==> config.mk <==
export PLATFORM = sky130hd
export DESIGN_NAME = victim_writeback_buffer
export DESIGN_NICKNAME = d
export VERILOG_FILES = /design/src/rtl/victim_writeback_buffer_pkg.sv /design/src/rtl/victim_writeback_buffer_fifo.sv /design/src/rtl/victim_writeback_buffer.sv
export SDC_FILE = /design/constraint.sdc
export NUM_CORES = 1
export LEC_CHECK = 0
export BUFFER_PORTS_ARGS = -buffer_cell sky130_fd_sc_hd__buf_2
export CAP_MARGIN = 20
export CELL_PAD_IN_SITES_DETAIL_PLACEMENT = 1
export CELL_PAD_IN_SITES_GLOBAL_PLACEMENT = 2
export CORE_UTILIZATION = 44
export CTS_CLUSTER_SIZE = 24
export DETAILED_ROUTE_END_ITERATION = 7
export PLACE_DENSITY_LB_ADDON = 0.12
export SLEW_MARGIN = 20
export SYNTH_ARGS = -nofsm -noshare
export SYNTH_HDL_FRONTEND = slang
export SYNTH_HIERARCHICAL = 1
export SYNTH_SLANG_ARGS = --single-unit
export TNS_END_PERCENT = 1
==> constraint.sdc <==
create_clock -name clk_in -period 3.93 [get_ports clk_in]
set_input_delay 0.786 -clock clk_in [delete_from_list [all_inputs] [get_ports clk_in]]
set_output_delay 0.786 -clock clk_in [all_outputs]
set_load 0.005 [all_outputs]
==> src/rtl/victim_writeback_buffer_pkg.sv <==
// rtl/victim_writeback_buffer_pkg.sv - shared element field offsets and queued-entry type
package victim_writeback_buffer_pkg;

  localparam int ELEM_W = 10;
  localparam int SET_W  = 6;

  // Field positions counted down from the element MSB
  localparam int VALID_BIT = 0;
  localparam int DIRTY_BIT = 1;

  typedef struct packed {
    logic [SET_W-1:0]  set_addr;
    logic [ELEM_W-1:0] element;
  } victim_entry_t;

endpackage

==> src/rtl/victim_writeback_buffer_fifo.sv <==
// rtl/victim_writeback_buffer_fifo.sv - victim_fifo: circular queue with exposed storage for lookup
module victim_fifo #(
  parameter int DEPTH  = 4,
  parameter int DATA_W = 16,
  localparam int AW    = $clog2(DEPTH)
) (
  input  logic              clk_i,
  input  logic              rst_i,
  input  logic              push_i,
  input  logic [DATA_W-1:0] push_data_i,
  input  logic              pop_i,
  output logic [AW-1:0]     rd_ptr_o,
  output logic [AW:0]       count_o,
  output logic [DATA_W-1:0] mem_o [DEPTH]
);

  logic [DATA_W-1:0] mem_q [DEPTH];
  logic [AW-1:0]     wr_ptr_q;
  logic [AW-1:0]     rd_ptr_q;
  logic [AW:0]       count_q;
  logic              full;
  logic              empty;
  logic              push_ok;
  logic              pop_ok;

  assign full    = (count_q == (AW+1)'(DEPTH));
  assign empty   = (count_q == '0);
  assign push_ok = push_i && !full;
  assign pop_ok  = pop_i && !empty;

  always_ff @(posedge clk_i or posedge rst_i) begin
    if (rst_i) begin
      wr_ptr_q <= '0;
      rd_ptr_q <= '0;
      count_q  <= '0;
    end else begin
      if (push_ok) wr_ptr_q <= wr_ptr_q + AW'(1);
      if (pop_ok)  rd_ptr_q <= rd_ptr_q + AW'(1);
      case ({push_ok, pop_ok})
        2'b10:   count_q <= count_q + (AW+1)'(1);
        2'b01:   count_q <= count_q - (AW+1)'(1);
        default: count_q <= count_q;
      endcase
    end
  end

  always_ff @(posedge clk_i) begin
    if (push_ok) mem_q[wr_ptr_q] <= push_data_i;
  end

  assign rd_ptr_o = rd_ptr_q;
  assign count_o  = count_q;
  assign mem_o    = mem_q;

  // The stall rule upstream makes this unreachable; the push is dropped if it happens
  a_no_push_when_full: assert property (@(posedge clk_i) disable iff (rst_i) !(push_i && full));

endmodule

==> src/rtl/victim_writeback_buffer.sv <==
// rtl/victim_writeback_buffer.sv - dirty-victim capture, stall and write-back queue
// Optional associative lookup of queued victims when VICTIM_LOOKUP_EN is defined.
module victim_writeback_buffer
  import victim_writeback_buffer_pkg::*;
#(
  parameter int SINGLE_ELEMENT_SIZE_IN_BITS = ELEM_W,
  parameter int NUMBER_SETS                 = 64,
  parameter int SET_PTR_WIDTH_IN_BITS       = SET_W,
  parameter int BUFFER_DEPTH                = 4
) (
  input  logic                                   clk_in,
  input  logic                                   reset_in,
  input  logic                                   write_en_in,
  input  logic [SET_PTR_WIDTH_IN_BITS-1:0]       write_set_addr_in,
  input  logic [SINGLE_ELEMENT_SIZE_IN_BITS-1:0] evict_element_in,
  output logic                                   stall_out,
  output logic                                   wb_valid_out,
  input  logic                                   wb_ready_in,
  output logic [SET_PTR_WIDTH_IN_BITS-1:0]       wb_set_addr_out,
  output logic [SINGLE_ELEMENT_SIZE_IN_BITS-1:0] wb_element_out,
  input  logic                                   lookup_en_in,
  input  logic [SET_PTR_WIDTH_IN_BITS-1:0]       lookup_set_addr_in,
  output logic                                   lookup_hit_out,
  output logic [SINGLE_ELEMENT_SIZE_IN_BITS-1:0] lookup_element_out
);

  localparam int W  = SINGLE_ELEMENT_SIZE_IN_BITS;
  localparam int SW = SET_PTR_WIDTH_IN_BITS;
  localparam int AW = $clog2(BUFFER_DEPTH);
  localparam int DW = SW + W;

  generate
    if (NUMBER_SETS > (1 << SW) || BUFFER_DEPTH < 2 || (BUFFER_DEPTH & (BUFFER_DEPTH - 1)) != 0) begin : g_bad_cfg
      $error("victim_writeback_buffer: invalid set or depth configuration");
    end
  endgenerate

  logic          cap_pending_q;
  logic [SW-1:0] cap_addr_q;
  logic          cap_dirty;
  logic          pop;
  logic [AW-1:0] rd_ptr;
  logic [AW:0]   count;
  logic [DW-1:0] mem [BUFFER_DEPTH];
  logic [DW-1:0] head;
  logic [AW+1:0] occupancy;

  always_ff @(posedge clk_in or posedge reset_in) begin
    if (reset_in) begin
      cap_pending_q <= 1'b0;
      cap_addr_q    <= '0;
    end else begin
      cap_pending_q <= write_en_in;
      cap_addr_q    <= write_set_addr_in;
    end
  end

  assign cap_dirty = cap_pending_q && evict_element_in[W-1-VALID_BIT] && evict_element_in[W-1-DIRTY_BIT];

  victim_fifo #(
    .DEPTH  (BUFFER_DEPTH),
    .DATA_W (DW)
  ) u_fifo (
    .clk_i       (clk_in),
    .rst_i       (reset_in),
    .push_i      (cap_dirty),
    .push_data_i ({cap_addr_q, evict_element_in}),
    .pop_i       (pop),
    .rd_ptr_o    (rd_ptr),
    .count_o     (count),
    .mem_o       (mem)
  );

  assign wb_valid_out    = (count != '0);
  assign pop             = wb_valid_out && wb_ready_in;
  assign head            = mem[rd_ptr];
  assign wb_set_addr_out = wb_valid_out ? head[DW-1 -: SW] : '0;
  assign wb_element_out  = wb_valid_out ? head[W-1:0] : '0;

  // Counting the in-flight capture keeps one slot free for it
  assign occupancy = (AW+2)'(count) + (AW+2)'(cap_pending_q);
  assign stall_out = (occupancy >= (AW+2)'(BUFFER_DEPTH - 1));

`ifdef VICTIM_LOOKUP_EN
  logic          lk_hit_q;
  logic [W-1:0]  lk_elem_q;
  logic          lk_hit_d;
  logic [W-1:0]  lk_elem_d;
  logic [AW-1:0] idx;

  // Oldest to youngest so later matches win; the capture stage overrides all
  always_comb begin
    lk_hit_d  = 1'b0;
    lk_elem_d = '0;
    idx       = '0;
    for (int k = 0; k < BUFFER_DEPTH; k++) begin
      idx = rd_ptr + AW'(k);
      if ((AW+1)'(k) < count && mem[idx][DW-1 -: SW] == lookup_set_addr_in) begin
        lk_hit_d  = 1'b1;
        lk_elem_d = mem[idx][W-1:0];
      end
    end
    if (cap_dirty && cap_addr_q == lookup_set_addr_in) begin
      lk_hit_d  = 1'b1;
      lk_elem_d = evict_element_in;
    end
    if (!lookup_en_in) begin
      lk_hit_d  = 1'b0;
      lk_elem_d = '0;
    end
  end

  always_ff @(posedge clk_in or posedge reset_in) begin
    if (reset_in) begin
      lk_hit_q  <= 1'b0;
      lk_elem_q <= '0;
    end else begin
      lk_hit_q  <= lk_hit_d;
      lk_elem_q <= lk_elem_d;
    end
  end

  assign lookup_hit_out     = lk_hit_q;
  assign lookup_element_out = lk_elem_q;
`else
  logic lookup_unused;
  assign lookup_unused      = ^{lookup_en_in, lookup_set_addr_in};
  assign lookup_hit_out     = 1'b0;
  assign lookup_element_out = '0;
`endif

endmodule

# After elaboration in Yosys (flattened, before gate mapping)
# Cells that the tools add are included.
[word_totals] regBits=78 latch_bits=0 ramBits=0 rom_bits=0 input_bits=27 output_inout_bits=29 word_cells=43 n_memories=0
[op_classes] add_sub_neg=5 multipliers=0 n_div=0 order_cmp=4 n_eq_ne=3 shift=0 n_mux=9 n_bitwise=2 reduce_logical=11
[op_table] operator="bitwise mux 64 bit" count=1
[op_table] operator="two-way mux 16 bit" count=3
[op_table] operator="binary-select mux 16 bit (select 2 bit)" count=1
[op_table] operator="demux 16 bit (select 2 bit)" count=1
[op_table] operator="two-way mux 10 bit" count=1
[op_table] operator="greater-or-equal comparator 3 bit (second input constant)" count=2
[op_table] operator="logical AND 1 bit" count=6
[op_table] operator="two-way mux 6 bit" count=1
[op_table] operator="NOT 2 -> 3 bit" count=2
[op_table] operator="case mux 3 bit (2 select lines)" count=1
[op_table] operator="adder 2 x 1 -> 2 bit (second input constant)" count=2
[op_table] operator="adder 3 x 1 -> 4 bit" count=1
[op_table] operator="greater-or-equal comparator 4 x 2 -> 1 bit (second input constant)" count=1
[op_table] operator="adder 3 x 1 -> 3 bit (second input constant)" count=1
[op_table] operator="equality test 3 bit (second input constant)" count=1
[op_table] operator="zero test 3 bit" count=1
[op_table] operator="< comparator 3 x 1 -> 1 bit (second input constant)" count=1
[op_table] operator="nonzero test 3 bit" count=1
[op_table] operator="subtractor 3 x 1 -> 3 bit (second input constant)" count=1
[op_table] operator="equality test 2 x 1 -> 1 bit (second input constant)" count=1
[op_table] operator="equality test 2 bit (second input constant)" count=1
[op_table] operator="zero test 1 bit" count=2
[op_table] operator="nonzero test 2 bit" count=1

# Longest topological paths before layout
[depth] depth_word=6 depth_mapped=10 mapped_depth_nobuf=10

# Cells and area by module
# The synthesis kept the hierarchy.
[by_module_without_submodules] module="victim_fifo" instances=1 cells_per_inst=101 area_per_inst_um2=2349.8 seq_area_each_um2=2097.0
[by_module_without_submodules] module="victim_writeback_buffer" instances=1 cells_per_inst=68 area_per_inst_um2=834.6 seq_area_each_um2=175.2

# Least setup slack after synthesis
# No wires, ideal clock.
[synth_path] path_kind="input-to-reg" startpoint="in evict_element_in[8]" endpoint="reg u_fifo.count_q[2], in the netlist u_fifo/count_o[2]" setup_ps=79 arrival_time_ps=2107 required_ps=3851 slack_ps=1744 stages=10 n_path_buf=0 path_cell_list="and3_1 -> inv_1 -> a31oi_4 -> inv_1 -> ha_1 -> inv_1 -> fa_1 -> xor2_1 -> nor2_1 -> xor2_1"
[synth_via] elab_chain_len=4 elab_cells_between_ends=6
[synth_lines] element="start, declared" line_no="victim_writeback_buffer.sv:15" rtl="input logic [SINGLE_ELEMENT_SIZE_IN_BITS-1:0] evict_element_in,"
[synth_lines] element="logical AND 1 bit (*)" line_no="victim_writeback_buffer.sv:58" rtl="assign cap_dirty = cap_pending_q && evict_element_in[W-1-VALID_BIT] && evict_element_in[W-1-DIRTY_BIT];"
[synth_lines] element="logical AND 1 bit (*)" line_no="victim_writeback_buffer_fifo.sv:28" rtl="assign push_ok = push_i && !full;"
[synth_lines] element="equality test 2 x 1 -> 1 bit or equality test 2 bit (tied branches)" line_no="victim_writeback_buffer_fifo.sv:39" rtl="case ({push_ok, pop_ok})"
[synth_lines] element="case mux 3 bit (2 select lines) or nonzero test 2 bit (tied branches)"
[synth_lines] element="end signal, assigned" line_no="victim_writeback_buffer_fifo.sv:40" rtl="2'b10: count_q <= count_q + (AW+1)'(1);"
[synth_lines] element="end signal, assigned" line_no="victim_writeback_buffer_fifo.sv:41" rtl="2'b01: count_q <= count_q - (AW+1)'(1);"
[synth_lines] element="end signal, assigned" line_no="victim_writeback_buffer_fifo.sv:42" rtl="default: count_q <= count_q;"
[synth_lines] element="end, declared" line_no="victim_writeback_buffer_fifo.sv:20" rtl="logic [AW:0] count_q;"
# Every way passes the cells marked *; elsewhere a longest branch is shown, timed or not.
# A chain may end at the register's enable or synchronous reset.

# Worst setup path after layout
[layout_path] startpoint="reg u_fifo.rd_ptr_q[0], in the netlist u_fifo/rd_ptr_o[0]" endpoint="out wb_element_out[1]"
[layout_via] elab_chain_len=5
[layout_lines] element="start, declared" line_no="victim_writeback_buffer_fifo.sv:19" rtl="logic [AW-1:0] rd_ptr_q;"
[layout_lines] element="start signal, assigned" line_no="victim_writeback_buffer_fifo.sv:38" rtl="if (pop_ok) rd_ptr_q <= rd_ptr_q + AW'(1);"
[layout_lines] element="NOT 2 -> 3 bit (implied by the code)" line_no="victim_writeback_buffer.sv:76" rtl="assign head = mem[rd_ptr];"
[layout_lines] element="binary-select mux 16 bit (select 2 bit)" line_no="victim_writeback_buffer.sv:76"
[layout_lines] element="two-way mux 16 bit (implied by the code) (2 in a row)" line_no="victim_writeback_buffer.sv:76"
[layout_lines] element="two-way mux 10 bit" line_no="victim_writeback_buffer.sv:78" rtl="assign wb_element_out = wb_valid_out ? head[W-1:0] : '0;"
[layout_lines] element="end, declared" line_no="victim_writeback_buffer.sv:20" rtl="output logic [SINGLE_ELEMENT_SIZE_IN_BITS-1:0] wb_element_out,"
# Every way passes these cells. The select of a mux whose other input is x is not followed.

==> metrics.yaml <==
max-clock-path-buffers: 2
h-tree-depth: 3
fin_crit_sh: 0.740
drtPass1Iterations: 4
fillCellCount: 676
holdCritPathClass: "input port to asynchronous set/reset pin"
grt_start_max_net_pins: 18
synth_cell_types: 27
seq_area_frac_synth: 0.714
area_growth_pct: 13.7
rows: 30
whs_ps: 375
post_cts_buffers: 0
period_needed_ps: 2910
setup-violations-final: 0
cts_buffers: 9
crit_arrival_ps: 2120
drv_cap: 0
cp.required_ps: 3140
die_h_um: 87.1
endpoint_kind: "output port"
grt_overflow_total: 0
slew_viol_final: 0
netlist_area_um2: 3180
fp.dieArea_um2: 7580
grtUsageTotal: 0.165
first_global_vias: 1651
rsz0062_at_grt: "false"
wl_per_cell_um: 17.4
core-area_um2: 6910
cts_sinks: 78
nNetsFinal: 248
power_mw: 2.34
final_common_cell: "edfxtp_1"
io_pins: 56
antenna_found_initial: 0
synth-seq-cells: 78
hold_violations: 0
dp.final_hpwl_um: 3630
clock-root-buffer: "clkbuf_8"
port_buffers: 37
status: "finished, final reports clean"
worstSetupPathType: "register to output port"
synthCells: 169
clk-insertion-delay-late_ps: 340
startpoint_type: "register"
cp_max_fo: 12
cts.clk_slew.worst_paths_ps: 80
finalSetupTns_ps: 0
finish.utilization: 0.524
maxSlewHeadroom: 0.379
p_leak_nw: 1.34
diodes: 0
synth_area_leader_cell: "edfxtp_1"
power.density_nw_per_um2: 647
vias: 1504
gp_congestion: 0.754
ys_top_cells_by_area: "edfxtp_1, mux4_2, dfrtp_1"
wirelength_um: 5450
drcViolationCount: 0
die_w_um: 87.1
post_cts_resized: 0
start_util: 0.461
tightest_slew_ps: 931
max_freq_ghz: 0.344
cts_tree: "yes"
cts_hold_buf: 0
drive_gt1_frac: 0.349
avgSynthCellArea_um2: 18.8
grt_first_pass_wirelength_um: 8630
layout_common_cells: "edfxtp_1, buf_2, nor2b_1"
vias_per_cell: 4.79
peakVddDrop_v: 0.000235
finalClockSkew_ps: 10.7
drt_iter0_markers: 51
ant_nets: 0
synth_top_area_frac: 0.604
ys_warn_count: 6
==> cells in the mapped netlist, drive strengths merged <==
cell,count
buf,15
nand2,3
mux2i,1
xnor2,3
edfxtp,64
nor2b,17
xor2,3
fa,1
clkbuf,1
and3,1
ha,7
o31a,1
conb,1
nor3,1
inv,10
and2,4
a31oi,1
mux2,1
nor2,2
mux4,16
o21ai,1
a21oi,1
dfrtp,14
==> through the flow <==
step | worst slack (ps) | area, um^2 | std cells
after global routing | 857 | 3620 | 314
after detailed placement | 1330 | 3420 | 298
after global placement | 1360 | 3420 | 298
after CTS | 939 | 3620 | 314
after floorplan | 1740 | 3220 | 179
final | 1020 | 3620 | 314
==> cell type report <==
type / instances / area, um^2 / share of cell area
flip-flops and latches: 78 / 2270 / 0.628
repair buffers: 39 / 200 / 0.0553
inverters: 10 / 37.5 / 0.0104
multi-input cells: 75 / 793 / 0.219
well taps: 96 / 120 / 0.0332
clock buffers: 9 / 124 / 0.0342
clock inverters: 7 / 72.6 / 0.0200
==> kinds of logic (layout without fill, tap and decap cells) <==
family | after synthesis | count (layout) | synth area share
AND/OR/NAND/NOR | 28 | 28 | 0.0530
buffers and inverters | 26 | 65 | 0.0491
XOR/XNOR | 6 | 6 | 0.0165
multiplexers | 18 | 18 | 0.120
other | 1 | 11 | 0.00118
flip-flops | 78 | 78 | 0.714
adder cells (fa/ha/maj) | 8 | 8 | 0.0338
AO/OA/AOI/OAI | 4 | 4 | 0.0130
==> metal layers <==
metal  track usage  part of all wire  routed length, um
met5             0                 0                  0
met4        0.0818             0.013                 73
met3        0.0408             0.037                200
met2         0.280              0.51               2800
met1         0.196              0.44               2370
==> worst paths after layout <==
kind / depth (start not counted) / to / start / slack (ps)
worst max-delay path: 4 / wb_element_out[1] / u_fifo/rd_ptr_o[0]$_DFFE_PP0P_ / 1020
worst min-delay path: 2 / cap_pending_q$_DFF_PP0_ / reset_in / 380
worst max register to register: 9 / u_fifo/count_o[2]$_DFFE_PP0P_ / u_fifo/count_o[2]$_DFFE_PP0P_ / 1580
worst min register to register: 0 / u_fifo/mem_o[29]$_DFFE_PP_ / cap_addr_q[3]$_DFF_PP0_ / 490
max in group asynchronous: 2 / u_fifo/wr_ptr_q[1]$_DFFE_PP0P_ / reset_in / 3310
min in group clk_in: 0 / u_fifo/mem_o[29]$_DFFE_PP_ / cap_addr_q[3]$_DFF_PP0_ / 490
==> worst max-delay path, stage by stage (launching register included) <==
cell	delay, ps
dfrtp_1	590
buf_4	360
mux4_2	540
nor2b_1	140
buf_2	150
==> flip-flops by register name, summed over array words and instances, names as in the netlist <==
name and flops:
u_fifo/rd_ptr_o 2, cap_pending_q 1, u_fifo/count_o 3, cap_addr_q 6, u_fifo/wr_ptr_q 2, u_fifo/mem_o 64
==> report_power, final <==
group | switching [mW] | internal [mW] | leakage (nW)
Clock | 0.290 | 0.294 | 0.0956
Sequential | 0.112 | 0.976 | 0.741
Combinational | 0.296 | 0.374 | 0.507
Total | 0.699 | 1.64 | 1.34
No activity file was read; power rests on OpenSTA's default activity.
